### config.mk
export PLATFORM = sky130hd
export DESIGN_NAME = lsu_ctrl
export DESIGN_NICKNAME = d
export VERILOG_FILES = /design/src/rtl/kelvin_pkg.sv /design/src/rtl/lsu_load_align.sv /design/src/rtl/lsu_ctrl.sv
export SDC_FILE = /design/constraint.sdc
export NUM_CORES = 1
export LEC_CHECK = 0
export ABC_AREA = 1
export CORE_MARGIN = 4
export CORE_UTILIZATION = 49
export CTS_BUF_LIST = sky130_fd_sc_hd__clkbuf_16
export CTS_CLUSTER_DIAMETER = 200
export CTS_CLUSTER_SIZE = 14
export DETAILED_ROUTE_END_ITERATION = 12
export GPL_TIMING_DRIVEN = 0
export PLACE_DENSITY = 0.93
export SLEW_MARGIN = 20
export SYNTH_ARGS = -nofsm -noshare
export SYNTH_HDL_FRONTEND = slang
export SYNTH_SLANG_ARGS = --single-unit
export TNS_END_PERCENT = 20
### constraint.sdc
create_clock -name clk -period 4.1 [get_ports clk]
set_clock_uncertainty 0.15 [all_clocks]
set_input_delay 0.82 -clock clk [delete_from_list [all_inputs] [get_ports clk]]
set_output_delay 0.82 -clock clk [all_outputs]
set_load 0.02 [all_outputs]
### src/rtl/kelvin_pkg.sv
// Shared core definitions: data width, load/store encodings and LSU state type.
package kelvin_pkg;

   localparam int WORD_WIDTH = 32;

   // Load encodings carried in the EX/WB register
   localparam logic [2:0] LOAD_NONE = 3'd0;
   localparam logic [2:0] LB        = 3'd1;
   localparam logic [2:0] LH        = 3'd2;
   localparam logic [2:0] LW        = 3'd3;
   localparam logic [2:0] LBU       = 3'd4;
   localparam logic [2:0] LHU       = 3'd5;

   // Store encodings carried in the EX/WB register
   localparam logic [1:0] STORE_NONE = 2'd0;
   localparam logic [1:0] SB         = 2'd1;
   localparam logic [1:0] SH         = 2'd2;
   localparam logic [1:0] SW         = 2'd3;

   typedef enum logic [1:0] {
      IDLE        = 2'd0,
      WAIT_GNT    = 2'd1,
      WAIT_RVALID = 2'd2
   } lsu_state_t;

   // A store outranks a load in the same slot, so only the store's size matters then.
   function automatic logic is_misaligned(input logic [2:0] load_type,
                                          input logic [1:0] store_type,
                                          input logic [1:0] offset);
      logic mis;
      mis = 1'b0;
      if (store_type != STORE_NONE) begin
         mis = ((store_type == SH) && offset[0]) ||
               ((store_type == SW) && (offset != 2'b00));
      end else begin
         mis = (((load_type == LH) || (load_type == LHU)) && offset[0]) ||
               ((load_type == LW) && (offset != 2'b00));
      end
      return mis;
   endfunction

endpackage

### src/rtl/lsu_load_align.sv
// Load data alignment: shifts the addressed byte/halfword down to bit 0 and extends it.
module lsu_load_align
   import kelvin_pkg::*;
(
   input  logic [WORD_WIDTH-1:0] rdata_i,
   input  logic [1:0]            offset_i,
   input  logic [2:0]            load_type_i,
   output logic [WORD_WIDTH-1:0] data_o
);

   logic [WORD_WIDTH-1:0] shifted;

   // Offset shift followed by sign or zero extension chosen by the load type
   always_comb begin
      shifted = rdata_i >> {offset_i, 3'b000};
      data_o  = shifted;
      case (load_type_i)
         LB:      data_o = {{24{shifted[7]}}, shifted[7:0]};
         LBU:     data_o = {24'd0, shifted[7:0]};
         LH:      data_o = {{16{shifted[15]}}, shifted[15:0]};
         LHU:     data_o = {16'd0, shifted[15:0]};
         default: data_o = shifted;
      endcase
   end

endmodule

### src/rtl/lsu_ctrl.sv
// Load/store unit controller: drives the req/gnt/rvalid data-memory interface for
// the access in the EX/WB slot, and stalls the pipeline until it completes.
//
// Handshake: data_req_o is held with address/be/wdata/we stable until a cycle where
// data_gnt_i is 1; that cycle accepts the request. For a load, the first cycle with
// data_rvalid_i = 1 after acceptance carries the read data. One access in flight.
module lsu_ctrl #(
   parameter int WORD_WIDTH = 32
) (
   input  logic                  clk,
   input  logic                  rst_n,
   input  logic                  op_valid_i,
   input  logic [2:0]            load_type_i,
   input  logic [1:0]            store_type_i,
   input  logic [WORD_WIDTH-1:0] addr_i,
   input  logic [WORD_WIDTH-1:0] store_data_i,
   output logic                  data_req_o,
   output logic [WORD_WIDTH-1:0] data_addr_o,
   output logic                  data_we_o,
   output logic [3:0]            data_be_o,
   output logic [WORD_WIDTH-1:0] data_wdata_o,
   input  logic                  data_gnt_i,
   input  logic                  data_rvalid_i,
   input  logic [WORD_WIDTH-1:0] data_rdata_i,
   output logic [WORD_WIDTH-1:0] load_data_o,
   output logic                  load_valid_o,
   output logic                  stall_o,
   output logic                  misaligned_o
);

   import kelvin_pkg::*;

   lsu_state_t state_q, state_d;

   // Request fields captured when the access is launched from IDLE
   logic [WORD_WIDTH-1:0] addr_q, wdata_q;
   logic [3:0]            be_q;
   logic                  we_q;
   logic [2:0]            ltype_q;
   logic [1:0]            off_q;

   logic                  is_store, start, mis, latch_en;
   logic [3:0]            new_be;
   logic [WORD_WIDTH-1:0] new_wdata;

   logic                  req, we, stall, misaligned, load_valid;
   logic [3:0]            be;
   logic [WORD_WIDTH-1:0] addr, wdata, aligned;

   // Decode the slot: access kind, alignment, byte enables and replicated store data
   always_comb begin
      is_store  = (store_type_i != STORE_NONE);
      start     = op_valid_i && (is_store || (load_type_i != LOAD_NONE));
      mis       = is_misaligned(load_type_i, store_type_i, addr_i[1:0]);
      new_be    = 4'b1111;
      new_wdata = store_data_i;
      if (is_store) begin
         case (store_type_i)
            SB: begin
               new_be    = 4'b0001 << addr_i[1:0];
               new_wdata = {4{store_data_i[7:0]}};
            end
            SH: begin
               new_be    = 4'b0011 << addr_i[1:0];
               new_wdata = {2{store_data_i[15:0]}};
            end
            default: ;
         endcase
      end
   end

   // Next-state and interface outputs; IDLE drives the request straight from the slot
   always_comb begin
      state_d    = state_q;
      req        = 1'b0;
      addr       = '0;
      we         = 1'b0;
      be         = 4'b0000;
      wdata      = '0;
      stall      = 1'b0;
      misaligned = 1'b0;
      load_valid = 1'b0;
      latch_en   = 1'b0;
      case (state_q)
         IDLE: begin
            if (start) begin
               if (mis) begin
                  misaligned = 1'b1;
               end else begin
                  req      = 1'b1;
                  addr     = {addr_i[WORD_WIDTH-1:2], 2'b00};
                  we       = is_store;
                  be       = new_be;
                  wdata    = new_wdata;
                  latch_en = 1'b1;
                  if (!data_gnt_i) begin
                     state_d = WAIT_GNT;
                     stall   = 1'b1;
                  end else if (!is_store) begin
                     state_d = WAIT_RVALID;
                     stall   = 1'b1;
                  end
               end
            end
         end
         WAIT_GNT: begin
            req   = 1'b1;
            addr  = addr_q;
            we    = we_q;
            be    = be_q;
            wdata = wdata_q;
            stall = 1'b1;
            if (data_gnt_i) begin
               if (we_q) begin
                  state_d = IDLE;
                  stall   = 1'b0;
               end else begin
                  state_d = WAIT_RVALID;
               end
            end
         end
         WAIT_RVALID: begin
            if (data_rvalid_i) begin
               load_valid = 1'b1;
               state_d    = IDLE;
            end else begin
               stall = 1'b1;
            end
         end
         default: state_d = IDLE;
      endcase
   end

   // FSM state register
   always_ff @(posedge clk or negedge rst_n) begin
      if (!rst_n) state_q <= IDLE;
      else        state_q <= state_d;
   end

   // Capture the launched request so it stays stable while waiting for grant/data
   always_ff @(posedge clk or negedge rst_n) begin
      if (!rst_n) begin
         addr_q  <= '0;
         wdata_q <= '0;
         be_q    <= 4'b0000;
         we_q    <= 1'b0;
         ltype_q <= LOAD_NONE;
         off_q   <= 2'b00;
      end else if (latch_en) begin
         addr_q  <= {addr_i[WORD_WIDTH-1:2], 2'b00};
         wdata_q <= new_wdata;
         be_q    <= new_be;
         we_q    <= is_store;
         ltype_q <= is_store ? LOAD_NONE : load_type_i;
         off_q   <= addr_i[1:0];
      end
   end

   lsu_load_align u_load_align (
      .rdata_i     (data_rdata_i),
      .offset_i    (off_q),
      .load_type_i (ltype_q),
      .data_o      (aligned)
   );

   // All outputs are forced low while reset is held, including the combinational paths
   assign data_req_o   = rst_n && req;
   assign data_addr_o  = rst_n ? addr : '0;
   assign data_we_o    = rst_n && we;
   assign data_be_o    = rst_n ? be : 4'b0000;
   assign data_wdata_o = rst_n ? wdata : '0;
   assign load_valid_o = rst_n && load_valid;
   assign load_data_o  = (rst_n && load_valid) ? aligned : '0;
   assign stall_o      = rst_n && stall;
   assign misaligned_o = rst_n && misaligned;

endmodule
==> flow_metrics.env <==
export IMPL_detailedRoute_firstPassIterationCount=5
export IMPL_track_usage=0.290
export IMPL_worstPathCellList="clkdlybuf4s50_1 > inv_1 > nor3_4 > nand2_2 > buf_6 > nor2_1 > clkdlybuf4s50_1"
export IMPL_crit_path_start_kind="primary input"
export IMPL_synth_commonest_cells="nor2_1 (297), nand2_1 (211), inv_1 (150)"
export IMPL_relSlewSlack=0.604
export IMPL_synthMostInstantiatedCell="nor2_1"
export IMPL_grt_antenna_before_repair=2
export IMPL_route_final_wire_length_um=20400
export IMPL_vdd_drop_max_uv=270
export IMPL_routedWlPerCell_um=15.1
export IMPL_grt_max_degree=45
export IMPL_critical_path_top_cell_by_count="clkdlybuf4s50_1"
export IMPL_synth_area_leader_cell="dfrtp_1"
export IMPL_share_of_final_layout_standard_cells_stronger_than_drive_strength_1=0.0959
export IMPL_gp_routability_congestion=0.965
export IMPL_antenna_cells=0
export IMPL_design_die_area_um2=13400
export IMPL_pwr_share_seq=0.298
export IMPL_n_fill_cell=877
export IMPL_synth_seq_cells=74
export IMPL_final_setup_tns_ps=0
export IMPL_finalNetCount=1315
export IMPL_finalWorstPathRequiredPeriod_ps=4040
export IMPL_final_period_utilization=0.985
export IMPL_worst_endpoint_arrival_ps=3070
export IMPL_ant_nets=0
export IMPL_synth_top_cells_by_area="dfrtp_1 (33%), nor2_1 (20%), nand2_1 (14%), inv_1 (9.9%), o21ai_0 (6.5%)"
export IMPL_synth_lib_cells_used_distinct=26
export IMPL_max_freq_mhz=248
export IMPL_power_static_leakage_uw=0.00435
export IMPL_cpMaxStageDelayCell="clkdlybuf4s50_1"
export IMPL_run_status="completed"
export IMPL_clockBufferDepth=2
export IMPL_net_switching_power_uw=1950
export IMPL_criticalPathCategory="in -> out"
export IMPL_synth_largest_type_area_fraction=0.326
export IMPL_endpoint_kind="output pin"
export IMPL_ctsHoldBuffers=0
export IMPL_clk_latency_ps=350
export IMPL_clk_root_buffer_cell="clkbuf_16"
export IMPL_setup_viol_count_final=0
export IMPL_p_comb_frac=0.515
export IMPL_drc_errors=0
export IMPL_power_per_cell_area_nw_per_um2=517
export IMPL_cp_data_required_time_ps=3130
export IMPL_tritoncts="built"
export IMPL_number_of_flops_mapped_to_enable_cells_by_yosys=0
export IMPL_clock_sink_count=74
export IMPL_min_path_type="in -> async"
export IMPL_die_width_um=116
export IMPL_place_hpwl_um=15100
export IMPL_clock_slew_seen_by_the_registers_of_the_worst_setup_and_hold_paths_ps=60
export IMPL_starting_utilization_of_the_core_area=0.500
export IMPL_dieHeight_um=116
export IMPL_grt_overflow_total=0
export IMPL_postSynthCellCount=978
export IMPL_clock_power_share=0.186
export IMPL_final_hold_viol_count=0
export IMPL_post_layout_nonfiller_instances=1353
export IMPL_detailroute_via_count=6967
export IMPL_worst_r2r_path_depth=7
export IMPL_ioPinCount=211
export IMPL_grt_setup_unrepaired="yes"
export IMPL_synth_cell_area_um2=5680
export IMPL_first_global_vias=6304
export IMPL_cts_htree_levels=3
export IMPL_yosysSeqAreaShare=0.326
export IMPL_post_layout_total_power_uw=4330
export IMPL_port_buffers=208
export IMPL_critPathMaxFanout=10
export IMPL_core_box_area_um2=11400
export IMPL_postSynth_topFlopCell="dfrtp_1"
export IMPL_routed_via_density=5.15
export IMPL_place_inst=1331
export IMPL_drt_initial_drc_count=654
export IMPL_area_growth_syn_to_layout_pct=47.2
export IMPL_power_share_switching=0.452
export IMPL_placement_rows=39
export IMPL_worst_r2r_setup_slack_ps=2060
export IMPL_async_flop_share=1.00
export IMPL_final_max_slew_viol_count=0
export IMPL_num_cts_buffers=9
export IMPL_critical_path_max_stage_delay_ps=600
export IMPL_grt_pass1_wl_um=31000
export IMPL_ys_warns=0
export IMPL_max_cap_violations=0
export IMPL_worst_slew_pin_transition_ps=593
export IMPL_power_report_internal_total_uw=2370
export IMPL_post_synth_cell_area_avg_um2=5.81
==> what timing repair did <==
item                                   in CTS  in global routing
pin swaps                                   1                  1
endpoints found under the hold margin       0                  0
setup endpoints to repair                  96                 83
gates resized for setup                   177                 20
cloned                                      0                  0
setup buffers                               1                  5
==> metal layers <==
metal	global-route usage	wire, um
met1	0.361	8180
met3	0.0627	1840
met4	0.0974	568
met2	0.500	9770
met5	0	19
==> cells by family after synthesis <==
| group | count (synthesis) | share of synthesized area |
|---|---|---|
| compound gates | 160 | 0.149 |
| other cells | 1 | 0.000660 |
| simple gates | 526 | 0.356 |
| flops | 74 | 0.326 |
| fa+ha+maj | 4 | 0.00881 |
| buf+inv | 213 | 0.160 |
==> worst max-delay path: cells and delay by family <==
kind | cells | cell delay (ps)
buf+inv | 4 | 1360
simple gates | 3 | 880
==> through the flow <==
step                setup slack, ps   util  instance area (um2)  hold slack (ps)
floorplan                       850      -                 5690              303
global placement              -3280  0.699                 7950              316
detailed placement             -446  0.701                 7970              323
CTS                            -174  0.729                 8290              289
global route                  -44.0  0.736                 8370              234
finish                         60.1  0.736                 8370              206
==> power groups by stage <==
stage	Combinational (uW)	Clock, uW	Sequential (uW)
finish	2230	807	1290
global route	2500	833	1320
CTS	2180	796	1280
detailed placement	2200	0	1280
global placement	2150	0	1260
floorplan	1460	0	1230
==> state kept, by name, indices dropped and copies added (netlist names) <==
signal and count:
ltype_q 3, wdata_q 32, we_q 1, addr_q 30, state_q 2, be_q 4
off_q 2
==> final cells by class <==
cell class                      count  area, um2  area share
Multi-Input combinational cell    692       2960       0.354
Timing Repair Buffer              215       2160       0.258
Sequential cell                    74       1850       0.221
Inverter                          156        588      0.0703
Buffer                             57        332      0.0396
Clock buffer                        9        225      0.0269
Tap cell                          143        179      0.0214
Clock inverter                      7       70.1     0.00837
==> cell usage in the layout, fill, tap and decap left out, types with 2 or more instances in the layout <==
cell	n
o21ai_1	31
clkinv_2	3
dlygate4sd2_1	13
nor2_2	3
clkdlybuf4s50_1	128
clkbuf_1	21
conb_1	2
nor3_1	2
nor2_1	295
a31oi_1	25
ha_1	4
clkbuf_16	9
clkbuf_2	4
buf_4	11
buf_2	27
dlymetal6s2s_1	11
clkinvlp_4	3
a21oi_1	27
clkdlybuf4s15_2	32
nand4_4	2
buf_6	9
clkdlybuf4s15_1	14
o21ai_0	74
nand2_1	211
dfrtp_1	74
nand2_2	2
inv_1	151
inv_2	4
nand3_1	9
==> final timing paths <==
path,start,endpoint
min in group clk,be_q[0]$_DFFE_PN0P_,be_q[0]$_DFFE_PN0P_
hold reg to reg,be_q[0]$_DFFE_PN0P_,be_q[0]$_DFFE_PN0P_
hold / removal,rst_n,addr_q[6]$_DFFE_PN0P_
max in group asynchronous,rst_n,wdata_q[0]$_DFFE_PN0P_
setup / recovery,data_rvalid_i,load_data_o[24]
setup reg to reg,state_q[0]$_DFFE_PN0P_,addr_q[5]$_DFFE_PN0P_
Note: power is estimated with default switching activity, not from simulation.
